<file path="config.mk">
export PLATFORM = sky130hd
export DESIGN_NAME = adc733_cfg_ctrl_flat
export DESIGN_NICKNAME = d
export VERILOG_FILES = /design/src/rtl/adc733_cfg_ctrl_if.sv /design/src/rtl/adc733_cfg_ctrl.sv /design/src/flat_wrapper.sv
export SDC_FILE = /design/constraint.sdc
export NUM_CORES = 1
export LEC_CHECK = 0
export CAP_MARGIN = 10
export CORE_UTILIZATION = 61
export CTS_BUF_LIST = sky130_fd_sc_hd__clkbuf_4 sky130_fd_sc_hd__clkbuf_8
export DETAILED_ROUTE_END_ITERATION = 16
export GPL_TIMING_DRIVEN = 0
export PLACE_DENSITY = 0.86
export SLEW_MARGIN = 20
export SYNTH_ARGS = -nofsm -noshare
export SYNTH_HDL_FRONTEND = slang
export SYNTH_SLANG_ARGS = --single-unit
</file>
<file path="constraint.sdc">
create_clock -name clk -period 7.7 [get_ports clk]
set_input_delay 1.54 -clock clk [delete_from_list [all_inputs] [get_ports clk]]
set_output_delay 1.54 -clock clk [all_outputs]
set_load 0.03 [all_outputs]
</file>
<file path="src/rtl/adc733_cfg_ctrl_if.sv">
// Host register bus and control-word handshake toward the ADC733 serial-port core.
// The controller takes the slave view; the host / serial-core side takes the master view.
interface adc733_cfg_ctrl_if;
  logic        host_wr;
  logic [2:0]  host_addr;
  logic [7:0]  host_data;
  logic        host_rej;
  logic        cfg_start;
  logic        cw_valid;
  logic [15:0] cw_data;
  logic        cw_ready;
  logic        word_sent;

  modport slave (
    input  host_wr, host_addr, host_data, cfg_start, cw_ready, word_sent,
    output host_rej, cw_valid, cw_data
  );

  modport master (
    output host_wr, host_addr, host_data, cfg_start, cw_ready, word_sent,
    input  host_rej, cw_valid, cw_data
  );
endinterface

</file>
<file path="src/rtl/adc733_cfg_ctrl.sv">
// ADC733 configuration controller: programs CRA..CRH from a host-writable shadow file through
// the serial core's valid/ready control-word port, then sends the data-mode entry word.
// Optional build macro: ADC733_CFG_TIMEOUT_EN adds a word_sent watchdog that drives cfg_err.
module adc733_cfg_ctrl #(
  parameter logic [2:0]  DEV_ADDR    = 3'd0,
  parameter logic [7:0]  DMODE_DATA  = 8'h01,
  parameter int unsigned TIMEOUT_CYC = 4096
) (
  input  logic                    clk,
  input  logic                    rst,
  adc733_cfg_ctrl_if.slave        bus,
  output logic                    busy,
  output logic                    cfg_done,
  output logic [2:0]              cur_reg,
  output logic                    cfg_err
);

  typedef enum logic [3:0] {
    StIdle, StLoad, StSend, StWait, StDload, StDsend, StDwait, StRun, StErr
  } state_e;

  localparam logic [15:0] DmodeWord = {1'b1, 1'b1, 3'd0, DEV_ADDR, DMODE_DATA};

  state_e      state_q;
  logic [2:0]  idx_q;
  logic        cw_valid_q;
  logic [15:0] cw_data_q;
  logic        cfg_done_q;
  logic        host_rej_q;
  logic [7:0]  shadow_q [8];
  logic [15:0] prog_word;

  assign busy         = !(state_q inside {StIdle, StRun, StErr});
  assign cur_reg      = idx_q;
  assign cfg_done     = cfg_done_q;
  assign bus.cw_valid = cw_valid_q;
  assign bus.cw_data  = cw_data_q;
  assign bus.host_rej = host_rej_q;
  assign prog_word    = {1'b0, 1'b1, idx_q, DEV_ADDR, shadow_q[idx_q]};

`ifdef ADC733_CFG_TIMEOUT_EN
  localparam int unsigned TmoW = $clog2(TIMEOUT_CYC + 1);
  // Terminal count is checked one cycle early so the move to ERR lands as the count reaches
  // TIMEOUT_CYC.
  localparam logic [TmoW-1:0] TmoLast = TmoW'(TIMEOUT_CYC - 1);

  logic [TmoW-1:0] tmo_q;
  logic            cfg_err_q;

  assign cfg_err = cfg_err_q;
`else
  // TIMEOUT_CYC only matters when the watchdog is built in.
  logic unused_timeout_cyc;
  assign unused_timeout_cyc = ^TIMEOUT_CYC;
  assign cfg_err = 1'b0;
`endif

  // Shadow file: host writes land only while no sequence is active; dropped writes pulse host_rej.
  always_ff @(posedge clk or posedge rst) begin
    if (rst) begin
      host_rej_q <= 1'b0;
      for (int i = 0; i < 8; i++) begin
        shadow_q[i] <= 8'h00;
      end
    end else begin
      host_rej_q <= bus.host_wr & busy;
      if (bus.host_wr && !busy) begin
        shadow_q[bus.host_addr] <= bus.host_data;
      end
    end
  end

  // Sequencer: eight program words, then the data-mode word, each as load / handshake / wait.
  always_ff @(posedge clk or posedge rst) begin
    if (rst) begin
      state_q    <= StIdle;
      idx_q      <= 3'd0;
      cw_valid_q <= 1'b0;
      cw_data_q  <= 16'h0000;
      cfg_done_q <= 1'b0;
`ifdef ADC733_CFG_TIMEOUT_EN
      tmo_q      <= '0;
      cfg_err_q  <= 1'b0;
`endif
    end else begin
      unique case (state_q)
        StIdle, StRun, StErr: begin
          if (bus.cfg_start) begin
            cfg_done_q <= 1'b0;
`ifdef ADC733_CFG_TIMEOUT_EN
            cfg_err_q  <= 1'b0;
`endif
            idx_q      <= 3'd0;
            state_q    <= StLoad;
          end
        end
        StLoad: begin
          // Shadow data is snapshotted here and held until the core accepts it.
          cw_data_q  <= prog_word;
          cw_valid_q <= 1'b1;
          state_q    <= StSend;
        end
        StSend, StDsend: begin
          // A word_sent seen here cannot belong to the unaccepted word, so it is ignored.
          if (bus.cw_ready) begin
            cw_valid_q <= 1'b0;
            state_q    <= (state_q == StSend) ? StWait : StDwait;
`ifdef ADC733_CFG_TIMEOUT_EN
            tmo_q      <= '0;
`endif
          end
        end
        StWait, StDwait: begin
          if (bus.word_sent) begin
            if (state_q == StDwait) begin
              cfg_done_q <= 1'b1;
              state_q    <= StRun;
            end else if (idx_q == 3'd7) begin
              state_q <= StDload;
            end else begin
              idx_q   <= idx_q + 3'd1;
              state_q <= StLoad;
            end
          end
`ifdef ADC733_CFG_TIMEOUT_EN
          else if (tmo_q == TmoLast) begin
            cfg_err_q <= 1'b1;
            state_q   <= StErr;
          end
          tmo_q <= tmo_q + 1'b1;
`endif
        end
        StDload: begin
          // The data-mode word gets its own load cycle, like every program word.
          cw_data_q  <= DmodeWord;
          cw_valid_q <= 1'b1;
          state_q    <= StDsend;
        end
        default: state_q <= StIdle;
      endcase
    end
  end

endmodule

</file>
<file path="src/flat_wrapper.sv">
// flat-port wrapper written by rule: the top's interface ports become plain ports
module adc733_cfg_ctrl_flat 
#(
  parameter logic [2:0]  DEV_ADDR    = 3'd0,
  parameter logic [7:0]  DMODE_DATA  = 8'h01,
  parameter int unsigned TIMEOUT_CYC = 4096
)
  (clk, rst, busy, cfg_done, cur_reg, cfg_err, bus_host_wr, bus_host_addr, bus_host_data, bus_cfg_start, bus_cw_ready, bus_word_sent, bus_host_rej, bus_cw_valid, bus_cw_data);
  adc733_cfg_ctrl_if bus_i ();
  input  logic clk;
  input  logic rst;
  output logic busy;
  output logic cfg_done;
  output logic [2:0] cur_reg;
  output logic cfg_err;
  input wire logic [$bits(bus_i.host_wr)-1:0] bus_host_wr;
  input wire logic [$bits(bus_i.host_addr)-1:0] bus_host_addr;
  input wire logic [$bits(bus_i.host_data)-1:0] bus_host_data;
  input wire logic [$bits(bus_i.cfg_start)-1:0] bus_cfg_start;
  input wire logic [$bits(bus_i.cw_ready)-1:0] bus_cw_ready;
  input wire logic [$bits(bus_i.word_sent)-1:0] bus_word_sent;
  output wire logic [$bits(bus_i.host_rej)-1:0] bus_host_rej;
  output wire logic [$bits(bus_i.cw_valid)-1:0] bus_cw_valid;
  output wire logic [$bits(bus_i.cw_data)-1:0] bus_cw_data;
  assign bus_i.host_wr = bus_host_wr;
  assign bus_i.host_addr = bus_host_addr;
  assign bus_i.host_data = bus_host_data;
  assign bus_i.cfg_start = bus_cfg_start;
  assign bus_i.cw_ready = bus_cw_ready;
  assign bus_i.word_sent = bus_word_sent;
  assign bus_host_rej = bus_i.host_rej;
  assign bus_cw_valid = bus_i.cw_valid;
  assign bus_cw_data = bus_i.cw_data;
  adc733_cfg_ctrl #(.DEV_ADDR(DEV_ADDR), .DMODE_DATA(DMODE_DATA), .TIMEOUT_CYC(TIMEOUT_CYC)) u_core (.clk(clk), .rst(rst), .bus(bus_i), .busy(busy), .cfg_done(cfg_done), .cur_reg(cur_reg), .cfg_err(cfg_err));
endmodule
</file>
; ---- Word-level counts from Yosys, hierarchy flattened
; Cells that the tools add are included.
[totals]
register_bits = 90
elab_cells = 77
output_inout_bits = 24
[classes]
order_cmp = 3
addsub = 1
eq_ne = 15
bitwise = 3
mux = 25
n_reduce_logical = 16
[ops]
columns = op, n
row1 = $bwmux W64, 1
row2 = $pmux W16 S2, 1
row3 = $bmux W8 S3, 1
row4 = $demux W8 S3, 1
row5 = $mux W8, 3
row6 = $pmux W4 S5, 1
row7 = $mux W3, 6
row8 = $eq A4 B3 Y1 const B, 4
row9 = $mux W4, 4
row10 = $ne A2 B2 Y1 const B, 5
row11 = $eq A4 B2 Y1 const B, 2
row12 = $ge A4 B4 Y1 const B, 2
row13 = $not A3 Y4, 2
row14 = $pmux W3 S2, 1
row15 = $reduce_bool A2 Y1, 3
row16 = $reduce_or A2 Y1, 3
row17 = $reduce_and A5 Y1, 1
row18 = $eq A4 B1 Y1 const B, 1
row19 = $eq A4 B4 Y1 const B, 1
row20 = $logic_not A4 Y1, 1
row21 = $lt A4 B1 Y1 const B, 1
row22 = $mux W1, 4
row23 = $pmux W1 S2, 2
row24 = $reduce_and A4 Y1, 1
row25 = 10 further kinds, 11

; ---- Longest topological paths before layout
; Gate-level depths: netlist of run 1.
[depth]
depth_word = 6
ltp_mapped = 6

; ---- Worst setup path after synthesis of run 1
; Ideal clock, no wire load.
[synth_path]
kind = input -> register
start = input bus_host_wr
end = register u_core.shadow_q[10] in the netlist's numbering
n_path_buf = 0
required_time_ps = 7575
setup_slack_ps = 5019
arrival_ps = 2556
setup_ps = 125
stages = 3
cell_sequence = nor2b_1 -> nor3b_2 -> mux2_2
[synth_between]
elab_chain_cells = 1
[synth_lines]
columns = item, line_no
row1 = "start, declared", flat_wrapper.sv:16  ; input wire logic [$bits(bus_i.host_wr)-1:0] bus_host_wr;
row2 = $logic_and A1 B1 Y1, adc733_cfg_ctrl.sv:67  ; if (bus.host_wr && !busy) begin
row3 = "end signal, assigned by index", adc733_cfg_ctrl.sv:68  ; shadow_q[bus.host_addr] <= bus.host_data;
row4 = "end, declared", adc733_cfg_ctrl.sv:30  ; logic [7:0] shadow_q [8];
; Every way passes these cells.
; A chain may end at the register's enable or synchronous reset.

; ---- Worst setup path after layout of run 1
[layout_path]
start = register u_core.state_q[0]
end = output busy
[layout_between]
elab_chain_cells = 3
word_cells_on_any_way = 5
classes_between = eq/ne: 2 / reduce/logical: 3
[layout_lines]
columns = item, line_no
row1 = "start, declared", adc733_cfg_ctrl.sv:24  ; state_e state_q;
row2 = "start signal, assigned", adc733_cfg_ctrl.sv:76  ; state_q <= StIdle;
row3 = "start signal, assigned", adc733_cfg_ctrl.sv:94  ; state_q <= StLoad;
row4 = "start signal, assigned", adc733_cfg_ctrl.sv:101  ; state_q <= StSend;
row5 = "$eq A4 B3 Y1, or another cell as far along", adc733_cfg_ctrl.sv:33  ; assign busy = !(state_q inside {StIdle, StRun, StErr});
row6 = $reduce_bool A3 Y1 *, adc733_cfg_ctrl.sv:33
row7 = $logic_not A1 Y1 *, adc733_cfg_ctrl.sv:33
row8 = "end, declared", flat_wrapper.sv:12  ; output logic busy;
; Mark *: on every way between the ends. The rest lies on a longest branch, timed or not.

==> flow_results.org, run 1 <==
** STA
- Setup violators final :: 0
- Actual slew at the worst max-slew pin :: 0.8909 ns
- Setup repair after global routing left no endpoint under its margin.
- Fin crit share :: 0.4731
- Between clock sinks in the finished design, the worst skew comes to 0.01320 ns.
- WHS :: 0.4780 ns
- Min Tclk post-route :: between 3 and 4 ns
- Final Hold Viols :: 0
- The number of pins exceeding their max-slew limit in the final report is 0.
- Setup Total Neg Slack :: 0 ns
- Highest attainable clock frequency :: about 270 MHz
- Headroom to the max-slew limit came out at 0.4034.

** Worst hold path
- Hold Path Class :: reg2reg

** Pwr
- Overall power :: 1.857 mW
- Internal power comes to 1.181 mW.
- Of the total power, the share spent switching nets is 0.3641.
- IR Drop Worst-Case VDD :: 0.2782 mV
- Switching power :: 676.1 uW
- Power spread over the standard cell area amounts to 394.6 nW/um^2.
- Of the total power, registers draw 0.420.
- Part of the total power dissipated in the clock network :: 0.164
- LEAKAGE :: between 2 and 2.5 nW
- Logic pwr share :: 0.416

** Floorplan
- The floorplan step defined a core boundary enclosing 6350 sq um.
- Area enclosed by the die boundary :: 6919 sq um
- Starting density of the core :: 0.6331
- Measured along the y axis, the die boundary spans slightly above 80 um.
- Top-Level Pins :: 41
- The initialized floorplan defines 29 standard-cell rows.
- In this run the horizontal extent of the chip is 83.18 um.

** Clock network
- Hold repair after CTS inserted 0 buffers.
- Buffers inserted during clock tree synthesis total 9.
- In this run the post-CTS setup repair buffer count came out at 0.
- In this run, post-CTS repair resized a total of 0 instances.
- Maximum count of clock buffers along a single path :: 2
- Clock tree synthesis selected as its root buffer the cell sky130_fd_sc_hd__clkbuf_8.
- Clock latency on the worst-skew pair, taken at its later pin, is 0.36 ns.
- The tree built by TritonCTS fans out to 86 sinks.
- The clock tree synthesis step divided the H-tree into 3 levels.
- TritonCTS built the clock tree.
- Clock-pin slew was measured on the worst setup and hold paths at 0.07 ns.

** Detailed routing
- In the final routed layout, each cell accounts on average for 19.63 um.
- Detailed-route DRC error count :: 0
- For this run, the detailed router's first-pass iteration total came to 4.
- For this block, the via count after detailed routing is 2,700.
- Post-route ant nets :: 0
- The first routing iteration left about 150 violations.
- The routed design has approximately 8.6 mm of wire.
- Avg Vias per Cell :: 6.136

** Placement
- Detailed placement finished with a half-perimeter wire length of ~5.7 mm.
- Last weighted congestion value of the routability-driven placer :: 0.8194
- Dpl cells :: between 400 and 500
- The count of buffers added on input and output ports is 36.

** Setup path
- Biggest cell delay along the critical path :: 0.61 ns
- For the worst setup path, the data arrival time is ~2.1 ns.
- The setup path with the least slack is of type reg2out.
- Highest fanout seen on the critical path :: 8
- Walking the worst path, the cells encountered are clkbuf_1 -> nand3_1 -> o21ai_4 -> inv_2 -> clkdlybuf4s50_1.
- Kind of start point of the critical path :: flip-flop
- STA classifies the critical path endpoint as an output port.
- STA puts the critical path data required time at 6.16 ns.
- Cell at the slowest stage of the critical path :: sky130_fd_sc_hd__clkdlybuf4s50_1
- CP bufs+invs :: 3
- Cell family with the largest share of critical-path delay :: buffers and inverters

** Cells and area
- Fillcell total :: 444
- The register with the most flip-flops in the layout has 64 of them.
- After the flow finishes, the layout carries non-filler instances totaling 440.
- The library cells used most frequently in the layout, excluding fill and tap cells, are sky130_fd_sc_hd__dfrtp_1 (86), sky130_fd_sc_hd__mux2_2 (67), sky130_fd_sc_hd__clkdlybuf4s50_1 (36).
- NumNets Final :: 378
- Diode insertion count for antenna repair :: 0
- Largest Register :: u_core.shadow_q
- Relative to the synthesized area, the layout overhead comes to 17.06%.
- Share of final-layout standard cells stronger than drive strength 1 :: 0.2727
- The library cell used most frequently in the layout, excluding fill and tap cells, is sky130_fd_sc_hd__dfrtp_1.
- Measured on the finished design, the core utilization comes to 0.7411.

** Global routing
- Busiest layer in global routing :: met2
- GRT met3 Usage :: 0.05666
- The number of global-route vias before repair came to 2,759.
- For met2 alone, demand over resource in global routing was 0.4285.
- Antenna violations before repair :: 0
- All-layer global routing usage :: 0.2675
- For met1 alone, demand over resource in global routing was 0.3744.
- The total overflow left after global routing is 0.
- Pin count of the biggest net entering global routing :: 55
- Global-route wire length before repair :: 14.03 mm

** Yosys
- After synthesis, the mean cell area works out to 13.05 sq um.
- Summing every instance area after synthesis gives 4020 sq um.
- During synthesis, Yosys emitted a total of 0 warnings.
- Counting distinct cell types in the post-synthesis netlist gives 38.
- Post-synthesis register bit count :: 86
- Most used flip-flop cell after synthesis :: sky130_fd_sc_hd__dfrtp_1
- EDFF count, synth :: 0
- After synthesis, the cell types taking the most area are sky130_fd_sc_hd__dfrtp_1 (54%), sky130_fd_sc_hd__mux2_2 (19%), sky130_fd_sc_hd__mux2i_1 (8.2%), sky130_fd_sc_hd__a21oi_1 (2.0%), sky130_fd_sc_hd__a22oi_1 (1.9%).
- The largest total area in the synthesized netlist belongs to sky130_fd_sc_hd__dfrtp_1.
- Of the synthesized area, sequential elements account for 0.5353.
- Of the post-synthesis cell area, the dominant cell type holds 0.5353.
- Synthesis handed over a netlist of 308 instances.
- Share of synthesized registers carrying an async set or reset :: 1.000

** Flow run
- The tool flagged a number of max-cap violations equal to 0.

** Outcome
- The flow ran to the end, and the final reports show no timing, DRC or antenna violations.
[cell type report]
cell class | count | area (sq um) | area share
flip-flops and latches | 86 | 2152 | 0.4573
clock inverters | 4 | 48.80 | 0.01037
repair buffers | 37 | 387.9 | 0.08242
plain buffers | 16 | 78.83 | 0.01675
well taps | 77 | 96.34 | 0.02047
inverters | 5 | 21.27 | 0.004520
clock buffers | 11 | 138.9 | 0.02951
multi-input cells | 204 | 1782 | 0.3786
[power by group through the flow]
stage	logic, mW	clock network, mW	registers, mW
floorplan	0.497	0	0.817
global placement	0.740	0	0.767
detailed placement	0.769	0	0.785
CTS	0.773	0.310	0.777
global route	0.833	0.326	0.801
finish	0.773	0.305	0.780
[path summary, 6_finish.rpt]
path,start,to,slack [ns],cells after the start
worst max-delay path,u_core.state_q[0]$_DFFE_PP0P_,busy,4.06,5
worst min-delay path,u_core.bus.cw_data[14]$_DFFE_PP0P_,u_core.bus.cw_data[14]$_DFFE_PP0P_,0.48,1
worst max register to register,u_core.state_q[0]$_DFFE_PP0P_,u_core.shadow_q[33]$_DFFE_PP0P_,5.23,6
worst min register to register,u_core.bus.cw_data[14]$_DFFE_PP0P_,u_core.bus.cw_data[14]$_DFFE_PP0P_,0.48,1
max in group asynchronous,rst,u_core.shadow_q[45]$_DFFE_PP0P_,5.54,3
min in group asynchronous,rst,u_core.bus.cw_valid$_DFFE_PP0P_,1.55,2
[cells by family after synthesis]
group                    synth area share
other                           0.0009328
XOR/XNOR                         0.002179
AND/OR/NAND/NOR                   0.07252
multiplexers                       0.2698
AO/OA/AOI/OAI                     0.08870
adder cells (fa/ha/maj)          0.006224
buffers and inverters             0.02427
flip-flops                         0.5353
[per-stage QoR]
stage | setup WS (ns) | cell area (sq um)
after CTS | 4.059 | 4706
after floorplan | 3.938 | 4031
after detailed placement | 4.065 | 4518
after global placement | 2.693 | 4488
after global routing | 3.946 | 4706
final | 4.057 | 4706
[cell usage after synthesis, drive strengths merged (5+ instances only)]
| master | number |
|---|---|
| dfrtp | 86 |
| mux2 | 67 |
| mux2i | 33 |
| nand2 | 18 |
| a21oi | 16 |
| a22oi | 10 |
| buf | 10 |
| a32o | 7 |
| clkbuf | 6 |
| o21ai | 6 |
| a22o | 5 |
| inv | 5 |
| nor2 | 5 |
[worst register-to-register path, stage by stage, from the launching register on]
cell and delay, ns:
sky130_fd_sc_hd__dfrtp_1 0.33, sky130_fd_sc_hd__clkbuf_1 0.34, sky130_fd_sc_hd__nand3_1 0.21, sky130_fd_sc_hd__o21ai_4 0.14
sky130_fd_sc_hd__inv_2 0.14, sky130_fd_sc_hd__nor4b_4 0.79, sky130_fd_sc_hd__mux2_2 0.42
[layer usage]
metal / vias to the layer above / routed length, um
li1: 1232 / -
met4: 0 / 152
met5: - / 0
met1: 1375 / 3825
met3: 17 / 405
met2: 76 / 4253
Power figures use the tool's default switching activity.
==> run 2: changes to the inputs <==
CORE_UTILIZATION = 53   (was 61)
PLACE_DENSITY = 0.79   (was 0.86)
clock period = 3 ns   (was 7.7 ns; I/O delays follow)
==> run 2 against run 1 <==
Compared with the run above:
- register-to-register slack got worse by 4.7 ns
- via count fell by 1.0%
- critical path type unchanged
- sequential cell count did not move
- sequential share of layout area fell by 0.28 points
==> flow_results.org, run 2 (synthesis gave the netlist of run 1 again) <==
** Floorplan
- The die covers 7937 sq um.
- Die width :: 89.09 um
- Starting density of the core :: 0.5513
- Die height :: 89.09 um
- Top-Level Pins :: 41
- The core region is 7292 sq um.
- The initialized floorplan defines 31 standard-cell rows.

** Detailed routing
- In this run the remaining antenna-violating nets after routing total 0.
- Dividing the detail-routed via count by the number of cells gives 5.771.
- After detailed routing, the total wire length is about 8.5 mm.
- Number of search-and-repair iterations in the first detailed-routing pass :: 4
- Total vias in the final route :: 2,672
- Violation count after the first detailed-route iteration :: 113
- After detailed routing, the number of remaining DRC violations is 0.
- After detailed routing, the average wire length per cell comes to 18.32 um.

** Placement
- In this run, placement finished with an instance count of 447.
- The count of buffers added on input and output ports is 36.
- Total half-perimeter wirelength after legalization and detailed placement :: 5.639 mm
- Routability-driven placement finished with a final weighted congestion of 0.7943.

** Cells and area
- In the final design database the tool counted 378 nets.
- Share of final-layout standard cells stronger than drive strength 1 :: 0.2747
- The register with the most flip-flops in the layout has 64 of them.
- End-of-flow core utilization :: 0.6493
- Diode insertion count for antenna repair :: 0
- Top library cells by usage in the layout, fill and taps aside :: sky130_fd_sc_hd__dfrtp_1 (86), sky130_fd_sc_hd__mux2_2 (67), sky130_fd_sc_hd__clkdlybuf4s50_1 (36)
- Ranked by flip-flop count, first place goes to u_core.shadow_q.
- Fin cells :: approximately 460
- Most common cell after layout, fill and taps aside :: sky130_fd_sc_hd__dfrtp_1
- Compared with the post-synthesis result, the final layout area differs by 17.77%.

** STA
- The number of pins exceeding their max-slew limit in the final report is 0.
- Setup violations remaining at the end of the flow were counted as 0.
- Actual slew at the worst max-slew pin :: 0.9960 ns
- Headroom to the max-slew limit :: 0.3331
- Fin crit share :: 0.9017
- For this run, the top clock speed supported by timing is 369.7 MHz.
- The clock period could shrink to 2.705 ns.
- The number of hold violations in the final report was 0.
- For the final database, setup skew stands at 0.01670 ns.
- Setup repair after global routing left no endpoint under its margin.

** Setup path
- CP required :: 2.40 ns
- The worst setup path is captured at an output port.
- CP bufs+invs :: 3
- The critical path goes through clkbuf_1 -> nand3_1 -> o21ai_4 -> inv_2 -> clkdlybuf4s50_1.
- In this run the worst path has a maximum fanout of 8.
- Biggest cell delay along the critical path :: 0.62 ns
- The startpoint identified for the worst register-to-register timing path is u_core.state_q[0]$_DFFE_PP0P_.
- Critical setup path kind :: reg2out
- Beginning of the critical path :: u_core.state_q[0]$_DFFE_PP0P_
- The slowest stage of the critical path is the sky130_fd_sc_hd__clkdlybuf4s50_1 cell.
- CP Data Arrival Time :: 2.11 ns
- Cell family with the largest share of critical-path delay :: buffers and inverters
- Kind of start point of the critical path :: flip-flop

** Global routing
- After global routing the overflow that remains totals 0.
- The number of global-route vias before repair was 2,597.
- Antenna violations before repair :: 0
- All-layer global routing usage :: 0.2373
- Global-route wire length before repair :: 13.50 mm
- Entering global routing, the biggest net connects just over 60 pins.

** Clock network
- Clock Sinks :: between 80 and 90
- TritonCTS clock tree :: yes
- After clock tree synthesis, the repair step resized 0 gates.
- The clock passes through at most 2 buffers.
- Buffers inserted during clock tree synthesis total 9.
- The tree is rooted in a sky130_fd_sc_hd__clkbuf_8.
- Hold Buf Count CTS :: 0
- Clock insertion delay at the later pin of the skew report :: roughly 0.36 ns
- Post-CTS setup buffers :: 0
- Maximum level of the CTS H-tree :: 3
- Clock transition time at the flip-flop clock pins of the worst setup and hold paths :: 0.09 ns

** Worst hold path
- The worst hold path belongs to the class reg2reg.
- Launch instance of the worst min-delay path :: u_core.bus.cw_data[14]$_DFFE_PP0P_

** Pwr
- Of the total power, the clock network draws 0.163.
- Seq pwr share :: 0.421
- Power Dens Cells :: between 900 and 1000 nW/um^2
- The internal power of the cells totals a little under 3 mW.
- For this design the total switching power over the nets is 1.751 mW.
- Of the total power, the share spent switching nets is 0.3712.
- LEAKAGE :: ~2.2 nW
- Of the total power, combinational logic draws 0.416.
- Across the VDD grid, the largest voltage drop is 0.4418 mV.

** Outcome
- Status :: finished, final reports clean

** Flow run
- Across the run, the number of max-cap violations was 0.
[run 2: changes by cell type in the layout (fill, tap and decap cells not counted)]
| cell | previous run | this run |
|---|---|---|
| sky130_fd_sc_hd__clkbuf_4 | 2 | 0 |
| sky130_fd_sc_hd__clkbuf_8 | 9 | 10 |
| sky130_fd_sc_hd__bufinv_16 | 1 | 0 |
| sky130_fd_sc_hd__clkinv_4 | 1 | 2 |
| sky130_fd_sc_hd__clkinv_2 | 2 | 0 |
| sky130_fd_sc_hd__clkinvlp_4 | 0 | 1 |
| sky130_fd_sc_hd__inv_6 | 0 | 3 |
[run 2: layer usage]
metal	up-vias	global-route usage	wire length [um]
li1	1229	-	-
met5	-	0	0
met4	0	0.1068	170
met1	1360	0.3315	4051
met3	15	0.04432	332
met2	68	0.3622	3925
[run 2: metrics by stage]
stage | power, mW | setup WS (ns) | TNS [ns] | area [sq um] | hold WS [ns]
after floorplan | 3.374 | 0.1782 | 0 | 4031 | 0.4787
after global placement | 3.881 | -1.100 | -94.20 | 4516 | 0.4507
after detailed placement | 3.979 | 0.2544 | 0 | 4546 | 0.4581
after CTS | 4.739 | 0.2965 | 0 | 4735 | 0.4781
after global routing | 5.029 | 0.1816 | 0 | 4735 | 0.5260
final | 4.717 | 0.2948 | 0 | 4735 | 0.4789
[run 2: path summary, 6_finish.rpt]
check                      depth (start not counted)  slack, ns                                  to
setup / recovery                                   5       0.29                                busy
hold / removal                                     1       0.48  u_core.bus.cw_data[14]$_DFFE_PP0P_
setup reg to reg                                   6       0.51     u_core.shadow_q[10]$_DFFE_PP0P_
hold reg to reg                                    1       0.48  u_core.bus.cw_data[14]$_DFFE_PP0P_
max in group asynchronous                          3       1.82  u_core.bus.cw_data[14]$_DFFE_PP0P_
min in group asynchronous                          2       0.58       u_core.cur_reg[2]$_DFFE_PP0P_
[run 2: worst register-to-register path, stage by stage (launching register included)]
cell and delay (ns):
sky130_fd_sc_hd__dfrtp_1 0.33, sky130_fd_sc_hd__clkbuf_1 0.34, sky130_fd_sc_hd__nand3_1 0.20, sky130_fd_sc_hd__o21ai_4 0.13, sky130_fd_sc_hd__inv_2 0.13, sky130_fd_sc_hd__nor3b_2 0.82, sky130_fd_sc_hd__mux2_2 0.42
[run 2: cell type report]
type                            instances  area, sq um
Fill cell                             584         2557
Sequential cell                        86         2152
Multi-Input combinational cell        204         1782
Timing Repair Buffer                   37        387.9
Clock buffer                           10        137.6
Tap cell                               99        123.9
Buffer                                 16        78.83
Clock inverter                          6        51.30
Inverter                                5        21.27
[run 2: power groups by stage]
stage	sequential [mW]	clock, mW	combinational [mW]
2_1_floorplan	2.10	0	1.28
3_3_place_gp	1.97	0	1.91
3_5_place_dp	2.01	0	1.97
4_1_cts	1.98	0.785	1.97
5_1_grt	2.05	0.841	2.14
6_report	1.98	0.771	1.96
